$ cat config.mk
export PLATFORM = sky130hd
export DESIGN_NAME = ex_issue_stage
export DESIGN_NICKNAME = d
export VERILOG_FILES = /design/src/rtl/ex_issue_stage.sv
export SDC_FILE = /design/constraint.sdc
export NUM_CORES = 1
export LEC_CHECK = 0
export ABC_AREA = 1
export ABC_CLOCK_PERIOD_IN_PS = 13100
export CORE_MARGIN = 5
export CORE_UTILIZATION = 40
export CTS_BUF_LIST = sky130_fd_sc_hd__clkbuf_8
export CTS_CLUSTER_DIAMETER = 50
export DETAILED_ROUTE_END_ITERATION = 16
export PLACE_DENSITY = 0.89
export SYNTH_ARGS = -nofsm -noshare
export SYNTH_HDL_FRONTEND = slang
export SYNTH_SLANG_ARGS = --single-unit
$ cat constraint.sdc
create_clock -name clk -period 13.1 [get_ports clk]
set_input_delay 2.62 -clock clk [delete_from_list [all_inputs] [get_ports clk]]
set_output_delay 2.62 -clock clk [all_outputs]
set_load 0.01 [all_outputs]
$ cat src/rtl/ex_issue_stage.sv
// ex_issue_stage
//   ID/EX pipeline register plus operand-issue logic feeding the ALU.
//   Captures decoded operands, resolves data hazards against EX/MEM and
//   MEM/WB by forwarding or stalling, and presents the ALU operands/opcode.
//
// Build option:
//   EX_FORWARDING_EN  defined   -> EX/MEM and MEM/WB forwarding, stall only on load-use.
//                     undefined -> no forwarding; stall whenever a used source register
//                                  matches a pending write in EX/MEM or MEM/WB.
//
// Ports:
//   clk, rst                       clock, asynchronous active-high reset
//   id_*                           decoded instruction from the decode stage
//   stall, flush                   downstream hold / branch-redirect kill
//   exmem_*, memwb_*               destination info and results of later stages
//   alu_in1, alu_in2, alu_ctl      ALU operands and opcode
//   ex_issue                       stage holds a valid instruction that advances this cycle
//   ex_rd, ex_reg_write            destination info for EX/MEM (bubble while stalled)
//   ex_store_data                  forwarded rs2 value for stores
//   hazard_stall                   hold request to fetch and decode
module ex_issue_stage #(
    parameter int WORDSIZE = 32
) (
    input  logic                clk,
    input  logic                rst,
    input  logic                id_valid,
    input  logic [WORDSIZE-1:0] id_pc,
    input  logic [WORDSIZE-1:0] id_rs1_data,
    input  logic [WORDSIZE-1:0] id_rs2_data,
    input  logic [4:0]          id_rs1,
    input  logic [4:0]          id_rs2,
    input  logic [4:0]          id_rd,
    input  logic [WORDSIZE-1:0] id_imm,
    input  logic [3:0]          id_alu_ctl,
    input  logic                id_src1_pc,
    input  logic                id_src2_imm,
    input  logic                id_reg_write,
    input  logic                stall,
    input  logic                flush,
    input  logic [4:0]          exmem_rd,
    input  logic                exmem_reg_write,
    input  logic                exmem_mem_read,
    input  logic [WORDSIZE-1:0] exmem_result,
    input  logic [4:0]          memwb_rd,
    input  logic                memwb_reg_write,
    input  logic [WORDSIZE-1:0] memwb_result,
    output logic [WORDSIZE-1:0] alu_in1,
    output logic [WORDSIZE-1:0] alu_in2,
    output logic [3:0]          alu_ctl,
    output logic                ex_issue,
    output logic [4:0]          ex_rd,
    output logic                ex_reg_write,
    output logic [WORDSIZE-1:0] ex_store_data,
    output logic                hazard_stall
);

    // ADD encoding from the shared ALU opcode table; a bubble carries ADD.
    localparam logic [3:0] ALU_ADD = 4'b0000;

    logic                valid_p0;
    logic [WORDSIZE-1:0] pc_p0;
    logic [WORDSIZE-1:0] rs1_data_p0;
    logic [WORDSIZE-1:0] rs2_data_p0;
    logic [4:0]          rs1_p0;
    logic [4:0]          rs2_p0;
    logic [4:0]          rd_p0;
    logic [WORDSIZE-1:0] imm_p0;
    logic [3:0]          ctl_p0;
    logic                src1_pc_p0;
    logic                src2_imm_p0;
    logic                reg_write_p0;

    logic                hold;
    logic                exmem_hit1, exmem_hit2;
    logic                memwb_hit1, memwb_hit2;
    logic                rs1_used;
    logic [WORDSIZE-1:0] fwd_rs1, fwd_rs2;

    // A pending write to x0 never produces a match.
    function automatic logic stage_hit(input logic we, input logic [4:0] wrd, input logic [4:0] rs);
        return we && (wrd != 5'd0) && (wrd == rs);
    endfunction

    assign hold = stall | hazard_stall;

    // ---- ID -> EX register (p0) ----
    always_ff @(posedge clk or posedge rst) begin
        if (rst) begin
            valid_p0     <= 1'b0;
            pc_p0        <= '0;
            rs1_data_p0  <= '0;
            rs2_data_p0  <= '0;
            rs1_p0       <= '0;
            rs2_p0       <= '0;
            rd_p0        <= '0;
            imm_p0       <= '0;
            ctl_p0       <= ALU_ADD;
            src1_pc_p0   <= 1'b0;
            src2_imm_p0  <= 1'b0;
            reg_write_p0 <= 1'b0;
        end else if (flush) begin
            // Kill wins over any hold; operand fields are left as they were.
            valid_p0     <= 1'b0;
            reg_write_p0 <= 1'b0;
            ctl_p0       <= ALU_ADD;
            rd_p0        <= '0;
        end else if (!hold) begin
            valid_p0     <= id_valid;
            pc_p0        <= id_pc;
            rs1_data_p0  <= id_rs1_data;
            rs2_data_p0  <= id_rs2_data;
            rs1_p0       <= id_rs1;
            rs2_p0       <= id_rs2;
            rd_p0        <= id_rd;
            imm_p0       <= id_imm;
            ctl_p0       <= id_alu_ctl;
            src1_pc_p0   <= id_src1_pc;
            src2_imm_p0  <= id_src2_imm;
            reg_write_p0 <= id_reg_write;
        end
    end

    // ---- EX issue: hazard resolution and operand select ----
    assign exmem_hit1 = stage_hit(exmem_reg_write, exmem_rd, rs1_p0);
    assign exmem_hit2 = stage_hit(exmem_reg_write, exmem_rd, rs2_p0);
    assign memwb_hit1 = stage_hit(memwb_reg_write, memwb_rd, rs1_p0);
    assign memwb_hit2 = stage_hit(memwb_reg_write, memwb_rd, rs2_p0);

    // rs2 always counts as used: store data is taken from it even when imm feeds the ALU.
    assign rs1_used = !src1_pc_p0;

`ifdef EX_FORWARDING_EN
    assign fwd_rs1 = exmem_hit1 ? exmem_result : (memwb_hit1 ? memwb_result : rs1_data_p0);
    assign fwd_rs2 = exmem_hit2 ? exmem_result : (memwb_hit2 ? memwb_result : rs2_data_p0);

    // Only a load in EX/MEM cannot be forwarded yet; everything else is bypassed.
    assign hazard_stall = valid_p0 & exmem_mem_read & ((exmem_hit1 & rs1_used) | exmem_hit2);
`else
    assign fwd_rs1 = rs1_data_p0;
    assign fwd_rs2 = rs2_data_p0;

    // Without bypass paths, wait until neither later stage still owes a used register.
    assign hazard_stall = valid_p0 &
                          (((exmem_hit1 | memwb_hit1) & rs1_used) | exmem_hit2 | memwb_hit2);

    // Result and load-flag ports have no consumer in this build.
    logic unused_nofwd;
    assign unused_nofwd = ^{exmem_mem_read, exmem_result, memwb_result};
`endif

    assign alu_in1       = src1_pc_p0 ? pc_p0 : fwd_rs1;
    assign alu_in2       = src2_imm_p0 ? imm_p0 : fwd_rs2;
    assign alu_ctl       = ctl_p0;
    assign ex_store_data = fwd_rs2;
    assign ex_rd         = rd_p0;
    assign ex_issue      = valid_p0 & ~hazard_stall & ~stall;
    assign ex_reg_write  = reg_write_p0 & ex_issue;

endmodule

==> results of run 1 <==
[where the power goes]
part           leakage [nW]  switching [mW]  total [mW]  internal (mW)
Sequential             1.88          0.0384       0.563          0.524
Clock                 0.179           0.180       0.352          0.172
Combinational          2.99           0.168       0.361          0.193
Total                  5.05           0.386        1.27          0.889
[kinds of logic after synthesis]
kind of cell              count (synthesis)
buffers and inverters                    86
muxes                                    32
xor gates and xnor gates                 19
and+or+nand+nor                         587
DFF                                     151
[sequential cells by signal, indices dropped and copies added, names as in the netlist]
| name | count |
|---|---|
| ex_rd | 5 |
| valid_p0 | 1 |
| rs2_p0 | 5 |
| imm_p0 | 32 |
| fwd_rs1 | 32 |
| pc_p0 | 32 |
| rs1_p0 | 5 |
| src2_imm_p0 | 1 |
| reg_write_p0 | 1 |
| ex_store_data | 32 |
| src1_pc_p0 | 1 |
| alu_ctl | 4 |
[worst min-delay path by stage]
stage / to / slack, ns
3_5_place_dp: imm_p0[10]$_DFFE_PP0P_ / 0.46
6_report: pc_p0[22]$_DFFE_PP0P_ / 0.47
2_1_floorplan: imm_p0[0]$_DFFE_PP0P_ / 0.44
5_1_grt: fwd_rs1[21]$_DFFE_PP0P_ / 0.49
3_3_place_gp: imm_p0[29]$_DFFE_PP0P_ / 0.45
4_1_cts: pc_p0[26]$_DFFE_PP0P_ / 0.48
[routing by layer]
metal,vias to the layer above,part of all wire (%)
li1,3377,-
met1,3367,39
met2,318,48
met3,34,11
met4,2,1.8
met5,-,0.056
[area by class of cell]
class                      count  area [um2]
fill                        1561        7500
timing repair buffer         283        2810
tap                          229         287
multi-input combinational    638        3160
clock inverter                12         130
sequential                   151        3780
clock buffer                  18         248
inverter                      10        47.5
[layout by cell type, fill, tap and decap left out]
cell type / Yosys / routed
nand2_1: 403 / 403
clkdlybuf4s50_1: 0 / 274
nand4_1: 151 / 151
dfrtp_1: 151 / 151
mux2_2: 32 / 32
clkbuf_8: 0 / 18
nand3_1: 14 / 14
nor2_1: 13 / 13
xor2_1: 10 / 10
xnor2_1: 9 / 9
buf_4: 11 / 9
inv_1: 7 / 6
clkinvlp_4: 0 / 5
clkinv_2: 0 / 3
nand3b_1: 2 / 2
inv_4: 0 / 2
inv_6: 0 / 2
bufinv_16: 0 / 2
inv_2: 3 / 1
nand2_2: 1 / 1
nand2_4: 1 / 1
nand3_4: 0 / 1
nor3b_1: 1 / 1
clkinv_4: 0 / 1
[worst reg2reg max path: cells and delay by family (launching register included)]
| kind | cells | cell delay (ns) |
|---|---|---|
| buf+inv | 1 | 0.81 |
| simple gates | 10 | 1.68 |
| flops | 1 | 0.42 |
| xor+xnor | 1 | 0.17 |
==> flow_summary_export.csv, run 1 <==
group,metric,value,unit
timing,slew_viol_final,0,
grt,antenna_found_initial,1,
layout,area_growth,43.1,%
timing,final.period_utilization,56.7,%
synth,synth_enable_flop_cells,0,
floorplanning,ioPinCount,340,
power_and_ir_drop,power_density,122,nW/um2
worst_setup_path,cp_common_cell,"nand2_1",
timing,period_needed,7.43,ns
timing,worst_slack,5.67,ns
worst_setup_path,start_kind,"primary input",
layout,fin_util,58.2,%
grt,grt_pass1_vias,7283,
worst_setup_path,end_kind,"output pin",
worst_setup_path,crit_end,"hazard_stall",
worst_setup_path,rr_startpoint,"rs1_p0[0]$_DFFE_PP0P_",
placement,gp_congestion,0.818,
synth,synth_compound_area_share,0,%
drt,drtIter0Drc,426,
grt,grt_usage,21.8,%
floorplanning,num_rows,49,
layout,final_area,10500,um2
synth,synthTopCellsByArea,"dfrtp_1 (52%), nand2_1 (21%), nand4_1 (13%)",
placement,dp.cells,1311,
synth,ys_seq_area_share,51.7,%
placement,port_buffers,274,
floorplanning,start_util,40.7,%
timing,clock.fmax,135,MHz
synth,async_flop_share,100,%
timing,worst_pin_slew,1.14,ns
timing,final.setup_skew,0.0133,ns
synth,synthDistinctLibCells,19,
cts,postCtsSetupBuffers,0,
min_path,worstHoldStart,"pc_p0[22]$_DFFE_PP0P_",
worst_setup_path,critPathTopFamily,"buffers and inverters",
synth,yosys.area_share.simple,35.9,%
grt,met2_usage,35.1,%
cts,cts_root_buffer,"clkbuf_8",
worst_setup_path,cp.arrival,4.81,ns
power_and_ir_drop,vdd_ir_drop_max,86.3,uV
drt,drc_errors,0,
floorplanning,core,18000,um2
synth,yosys.cell_count.top_type,"nand2_1",
cts,cts_hold_buf,0,
synth,syn_area_per_cell,8.36,um2
timing,holdWs,0.475,ns
synth,synth_xor_xnor_area_share,2.28,%
grt,use_met1,27.5,%
timing,hold_viol_final,0,
drt,wl,23.3,mm
timing,rsz0062_at_grt,"false",
grt,grt_pass1_wl,38.3,mm
cts,clkTransAtPathRegs,0.07,ns
synth,synth_top_area_share,51.7,%
placement,post-place-ws,5.66,ns
worst_setup_path,r2r_end,"imm_p0[23]$_DFFE_PP0P_",
synth,synthMuxAreaShare,4.93,%
drt,wl_per_cell,17.4,um
worst_setup_path,crit_path_start,"memwb_rd[0]",
synth,synthTopCellsByCount,"nand2_1 (403), dfrtp_1 (151), nand4_1 (151), clkbuf_1 (51), mux2_2 (32)",
layout,drive_gt1_share,7.01,%
drt,ant_nets,0,
worst_setup_path,rrSetupSlack,9.96,ns
grt,grt_busiest_layer,"met2",
synth,ys.flop_type,"dfrtp_1",
grt,grt_max_degree,113,
grt,grt-ovfl-total,0,
synth,synth_fp_nets,1107,
cts,htree_levels,4,
power_and_ir_drop,power,1.27,mW
synth,synth_top_cell_by_area,"dfrtp_1",
drt,first_pass_iters,5,
floorplanning,die_w,145,um
cts,cts_resized,0,
synth,netlist_instances,875,
synth,syn-cell-area,7310,um2
grt,gr-usage-met3,8.79,%
worst_setup_path,critPathMaxFanout,43,
run_status,status,"finished, final reports clean",
synth,synth-seq-cells,151,
timing,finalSetupTns,0,ns
synth,synth_top_family_by_area,"simple AND/OR/NAND/NOR gates",
layout,finalNonFillerCells,1341,
cts,cts_made_buffers,17,
worst_setup_path,worstPathRequired,10.48,ns
synth,synth_fa_ha_area_share,0,%
layout,diodes,0,
worst_setup_path,cp.depth,12,
worst_setup_path,path_cells,"clkdlybuf4s50_1 > nor2_1 > nand3b_1 > nand2_1 > inv_1 > nand3_1 > nand2_1 > nand2_1 > nand2_2 > nand2_4 > inv_1 > clkdlybuf4s50_1",
floorplanning,dieHeight,145,um
min_path,min_path_cells,2,
worst_setup_path,crit_slowest_cell,"clkdlybuf4s50_1",
run,max_cap_violations,0,
placement,place_area,10100,um2
drt,avgViaCountPerCell,5.29,
cts,cts_buffer_depth,2,
synth,yosys_warnings,0,
worst_setup_path,worstRegToRegCells,12,
worst_setup_path,cpPeakStageDelay,0.56,ns
cts,clk_latency,0.43,ns
timing,slew_headroom,24.2,%
min_path,min_path_type,"reg -> reg",
layout,nets,1333,
drt,vias,7098,
cts,cts_tree,"built",
cts,clock_sinks,151,
power_and_ir_drop,total_leakage_power,5.05,nW
worst_setup_path,crit_type,"in -> out",
worst_setup_path,critical_path_buf_inv_count,4,
timing,setup_violations,0,
placement,place_hpwl,15.4,mm
floorplanning,die_area,21100,um2
Power figures use the tool's default switching activity.
==> run 2: changes to the inputs <==
Settings changed: ABC_CLOCK_PERIOD_IN_PS 13100 to 7400.
Clock period 13.1 ns to 7.4 ns, I/O delays scaled along.
==> run 2 against run 1 <==
  * Clock power rose by 91%
  * Cell area increased by 0.41%
  * Clock skew decreased by 0.0015 ns
  * Power grew 81%
  * Global-route usage fell by 0.31 points
  * Combinational power up 76%
  * Non-clock buffer count up 1
  * Wire length grew 0.31%
  * Die area unchanged
  * First-iteration DRC count shrank 7.3%
  * Utilization rose by 0.24 points
  * Via count grew 0.77%
  * Largest power group unchanged
  * Highest routed layer unchanged
==> flow_summary_export.csv, run 2 (synthesized netlist as in run 1, its figures left out) <==
group,metric,value,unit
cts,cts_root_buffer,"clkbuf_8",
floorplanning,die_area,21100,um2
grt,gr-usage-met3,8.79,%
drt,vias,7153,
worst_setup_path,end_kind,"output pin",
layout,finalNonFillerCells,1344,
placement,gp_congestion,0.809,
drt,wl_per_cell,17.4,um
timing,final.period_utilization,68.6,%
grt,met2_usage,33.4,%
layout,most-common-layout-cells,"nand2_1 (403), clkdlybuf4s50_1 (274), nand4_1 (151), dfrtp_1 (151), mux2_2 (32)",
placement,dp.cells,1312,
cts,cts_made_buffers,17,
timing,final.setup_skew,0.0117,ns
cts,cts_tree,"built",
grt,grt_max_degree,86,
worst_setup_path,start_kind,"primary input",
grt,antenna_found_initial,1,
floorplanning,dieHeight,145,um
worst_setup_path,crit_type,"in -> out",
run_status,status,"finished, final reports clean",
placement,place_hpwl,15.5,mm
run,max_cap_violations,0,
grt,grt_pass1_vias,7120,
grt,use_met1,27.7,%
timing,rsz0062_at_grt,"false",
timing,setup_violations,0,
worst_setup_path,rrSetupSlack,3.66,ns
layout,area_growth,43.7,%
drt,drtIter0Drc,395,
timing,slew_headroom,37.7,%
power_and_ir_drop,total_leakage_power,5.08,nW
worst_setup_path,cp.arrival,3.60,ns
floorplanning,die_w,145,um
floorplanning,start_util,40.7,%
cts,cts_buffer_depth,2,
cts,clk_latency,0.44,ns
power_and_ir_drop,power_density,219,nW/um2
placement,port_buffers,274,
layout,drive_gt1_share,7.09,%
grt,grt_usage,21.5,%
cts,clkTransAtPathRegs,0.09,ns
worst_setup_path,critPathMaxFanout,78,
timing,hold_viol_final,0,
grt,grt_busiest_layer,"met2",
cts,cts_resized,0,
grt,grt-ovfl-total,0,
drt,avgViaCountPerCell,5.32,
drt,first_pass_iters,5,
layout,nets,1334,
cts,cts_hold_buf,0,
placement,post-place-ws,2.05,ns
layout,final_common_cell,"nand2_1",
timing,worst_slack,2.32,ns
timing,worst_pin_slew,0.934,ns
cts,clock_sinks,151,
floorplanning,num_rows,49,
drt,wl,23.4,mm
cts,postCtsSetupBuffers,0,
floorplanning,core,18000,um2
timing,period_needed,5.08,ns
floorplanning,ioPinCount,340,
power_and_ir_drop,vdd_ir_drop_max,115,uV
grt,grt_pass1_wl,37.9,mm
drt,drc_errors,0,
min_path,min_path_type,"reg -> reg",
drt,ant_nets,0,
cts,htree_levels,4,
worst_setup_path,worstPathRequired,5.92,ns
timing,clock.fmax,197,MHz
timing,slew_viol_final,0,
layout,diodes,0,
timing,finalSetupTns,0,ns
## run 2: worst max-delay path, cell delays in order
cell	delay [ns]
clkdlybuf4s50_1	0.45
inv_4	0.60
nand2_1	0.15
nor3b_1	0.23
clkdlybuf4s50_1	0.61
## run 2: cell type report
| cell class | count | area [um2] |
|---|---|---|
| Multi-Input combinational cell | 638 | 3160 |
| Sequential cell | 151 | 3780 |
| Clock inverter | 15 | 179 |
| Clock buffer | 17 | 234 |
| Timing Repair Buffer | 284 | 2820 |
| Inverter | 10 | 47.5 |
| Tap cell | 229 | 287 |
| Fill cell | 1549 | 7460 |
## run 2: power by group
part	leakage (nW)	internal [mW]	switching, mW
sequential	1.88	0.928	0.0685
combinational	2.99	0.342	0.295
clock	0.204	0.336	0.336
total	5.08	1.61	0.699
## run 2: final timing paths
kind                                                       to  cells past startpoint               startpoint
max in group asynchronous       ex_store_data[26]$_DFFE_PP0P_                      3                      rst
worst max register to register  ex_store_data[31]$_DFFE_PP0P_                     13    rs1_p0[1]$_DFFE_PP0P_
worst min register to register        fwd_rs1[26]$_DFFE_PP0P_                      2  fwd_rs1[26]$_DFFE_PP0P_
worst max-delay path                             ex_reg_write                      5                    stall
min in group asynchronous                ex_rd[1]$_DFFE_PP0P_                      2                      rst
worst min-delay path                  fwd_rs1[26]$_DFFE_PP0P_                      2  fwd_rs1[26]$_DFFE_PP0P_
## run 2: stage by stage
step / hold WS, ns / cell area (um2) / utilization, % / power [mW]
after detailed placement: 0.455 / 10100 / 56.2 / 1.65
after floorplan: 0.436 / 7310 / - / 1.29
final: 0.475 / 10500 / 58.5 / 2.31
after global placement: 0.450 / 10100 / 56.2 / 1.63
after global routing: 0.494 / 10500 / 58.5 / 2.43
after CTS: 0.478 / 10500 / 58.5 / 2.33
## run 2: routing by layer
metal / routed length [um] / up-vias / share of wire (%)
met3: 2650 / 32 / 11
li1: - / 3372 / -
met5: 13 / - / 0.056
met1: 9360 / 3396 / 40
met4: 499 / 2 / 2.1
met2: 10900 / 351 / 46
==> run 3: changes to the inputs <==
Settings changed: ABC_CLOCK_PERIOD_IN_PS 7400 to 4450, CORE_UTILIZATION 40 to 39, PLACE_DENSITY 0.89 to 0.91.
Clock period 7.4 ns to 4.45 ns, I/O delays scaled along.
==> run 3 against run 2 <==
  * Global-route usage increased by 0.066 points
  * Via count increased by 1.4%
  * Sequential cell count unchanged
  * Die area increased by 2.4%
  * Sequential power increased by 67%
  * Critical endpoint unchanged
==> flow_summary_export.csv, run 3 (synthesized netlist as in run 1, its figures left out) <==
group,metric,value,unit
cts,postCtsSetupBuffers,0,
layout,diodes,0,
cts,cts_resized,0,
placement,post-place-ws,0.693,ns
layout,finalNonFillerCells,1352,
drt,drc_errors,0,
worst_setup_path,cp_common_cell,"nand2_1",
grt,grt_pass1_vias,7257,
timing,rsz0062_at_grt,"false",
worst_setup_path,path_cells,"clkdlybuf4s50_1 > nor2_1 > nand3b_1 > nand2_1 > inv_1 > nand3_1 > nand2_1 > nand2_1 > nand2_2 > nor3b_1 > clkdlybuf4s50_1",
cts,cts_root_buffer,"clkbuf_8",
timing,worst_slack,0.707,ns
placement,port_buffers,274,
floorplanning,num_rows,50,
run_status,status,"finished, final reports clean",
timing,slew_headroom,23.1,%
min_path,min_path_type,"reg -> reg",
floorplanning,core,18600,um2
timing,setup_violations,0,
floorplanning,die_w,147,um
worst_setup_path,cpPeakStageDelay,0.63,ns
cts,cts_buffer_depth,2,
drt,wl,23.6,mm
placement,place_hpwl,15.9,mm
grt,grt_pass1_wl,37.9,mm
floorplanning,die_area,21600,um2
cts,clkTransAtPathRegs,0.08,ns
layout,final_common_cell,"nand2_1",
placement,gp_congestion,0.844,
grt,antenna_found_initial,2,
floorplanning,ioPinCount,340,
worst_setup_path,worstPathRequired,3.56,ns
grt,grt-ovfl-total,0,
grt,grt_max_degree,154,
layout,area_growth,44.8,%
power_and_ir_drop,total_leakage_power,5.11,nW
run,max_cap_violations,0,
worst_setup_path,end_kind,"output pin",
drt,wl_per_cell,17.5,um
layout,nFillCells,1602,
timing,final.setup_skew,0.0157,ns
timing,clock.fmax,267,MHz
cts,clock_sinks,151,
worst_setup_path,critPathMaxFanout,3,
drt,avgViaCountPerCell,5.37,
timing,finalSetupTns,0,ns
floorplanning,start_util,39.4,%
drt,drtIter0Drc,384,
cts,cts_hold_buf,0,
floorplanning,dieHeight,147,um
power_and_ir_drop,vdd_ir_drop_max,184,uV
placement,dp.cells,1320,
cts,clk_latency,0.44,ns
worst_setup_path,cp.arrival,2.85,ns
timing,final.period_utilization,84.1,%
timing,hold_viol_final,0,
cts,htree_levels,4,
power_and_ir_drop,power_density,365,nW/um2
timing,slew_viol_final,0,
cts,cts_tree,"built",
power_and_ir_drop,power,3.86,mW
layout,most-common-layout-cells,"nand2_1 (403), clkdlybuf4s50_1 (274), nand4_1 (151), dfrtp_1 (151), mux2_2 (32)",
worst_setup_path,crit_type,"in -> out",
timing,worst_pin_slew,1.15,ns
drt,vias,7255,
layout,drive_gt1_share,7.42,%
worst_setup_path,start_kind,"primary input",
timing,period_needed,3.74,ns
drt,ant_nets,0,
layout,nets,1337,
worst_setup_path,crit_slowest_cell,"clkdlybuf4s50_1",
grt,grt_usage,21.6,%
cts,cts_made_buffers,17,
drt,first_pass_iters,5,
run 3: cell types whose count changed in the layout (fill, tap and decap cells not counted), sizes merged:
cell	previous run	this run
clkinvlp	4	5
clkbuf	17	18
buf	10	13
inv	16	14
run 3: layer usage:
layer,share of wire (%),vias up,global-route usage [%]
li1,-,3386,-
met1,38,3479,26.3
met2,49,348,35.6
met3,10,38,7.93
met4,2.2,4,7.36
met5,0.16,-,0
run 3: power by group:
part           internal (mW)  leakage, nW  switching, mW
logic                  0.575         3.03          0.496
clock network          0.575        0.204          0.556
registers               1.54         1.88          0.115
total                   2.69         5.11           1.17
run 3: cell type report:
class	count	area (um2)	share of cell area [%]
flip-flops and latches	151	3780	35.7
repair buffers	287	2890	27.3
multi-input cells	638	3160	29.8
inverters	10	46.3	0.437
clock buffers	18	248	2.34
well taps	234	293	2.76
clock inverters	14	173	1.63
run 3: per-stage QoR:
stage | hold slack, ns | area, um2 | utilization [%]
after floorplan | 0.436 | 7320 | -
after global placement | 0.448 | 10200 | 54.7
after detailed placement | 0.454 | 10200 | 54.7
after CTS | 0.478 | 10600 | 57.0
after global routing | 0.495 | 10600 | 57.0
final | 0.474 | 10600 | 57.0
run 3: worst paths after layout:
path | startpoint | to | slack, ns | depth (start not counted)
worst max-delay path | exmem_rd[2] | ex_reg_write | 0.71 | 11
worst min-delay path | imm_p0[10]$_DFFE_PP0P_ | imm_p0[10]$_DFFE_PP0P_ | 0.47 | 2
worst max register to register | src1_pc_p0$_DFFE_PP0P_ | rs2_p0[0]$_DFFE_PP0P_ | 1.79 | 9
worst min register to register | imm_p0[10]$_DFFE_PP0P_ | imm_p0[10]$_DFFE_PP0P_ | 0.47 | 2
max in group asynchronous | rst | ex_store_data[13]$_DFFE_PP0P_ | 2.62 | 3
min in group asynchronous | rst | fwd_rs1[23]$_DFFE_PP0P_ | 1.00 | 2
run 3: worst max-delay path, delay by kind of cell:
family | cells | cell delay, ns
buffers and inverters | 3 | 1.18
and+or+nand+nor | 8 | 0.79
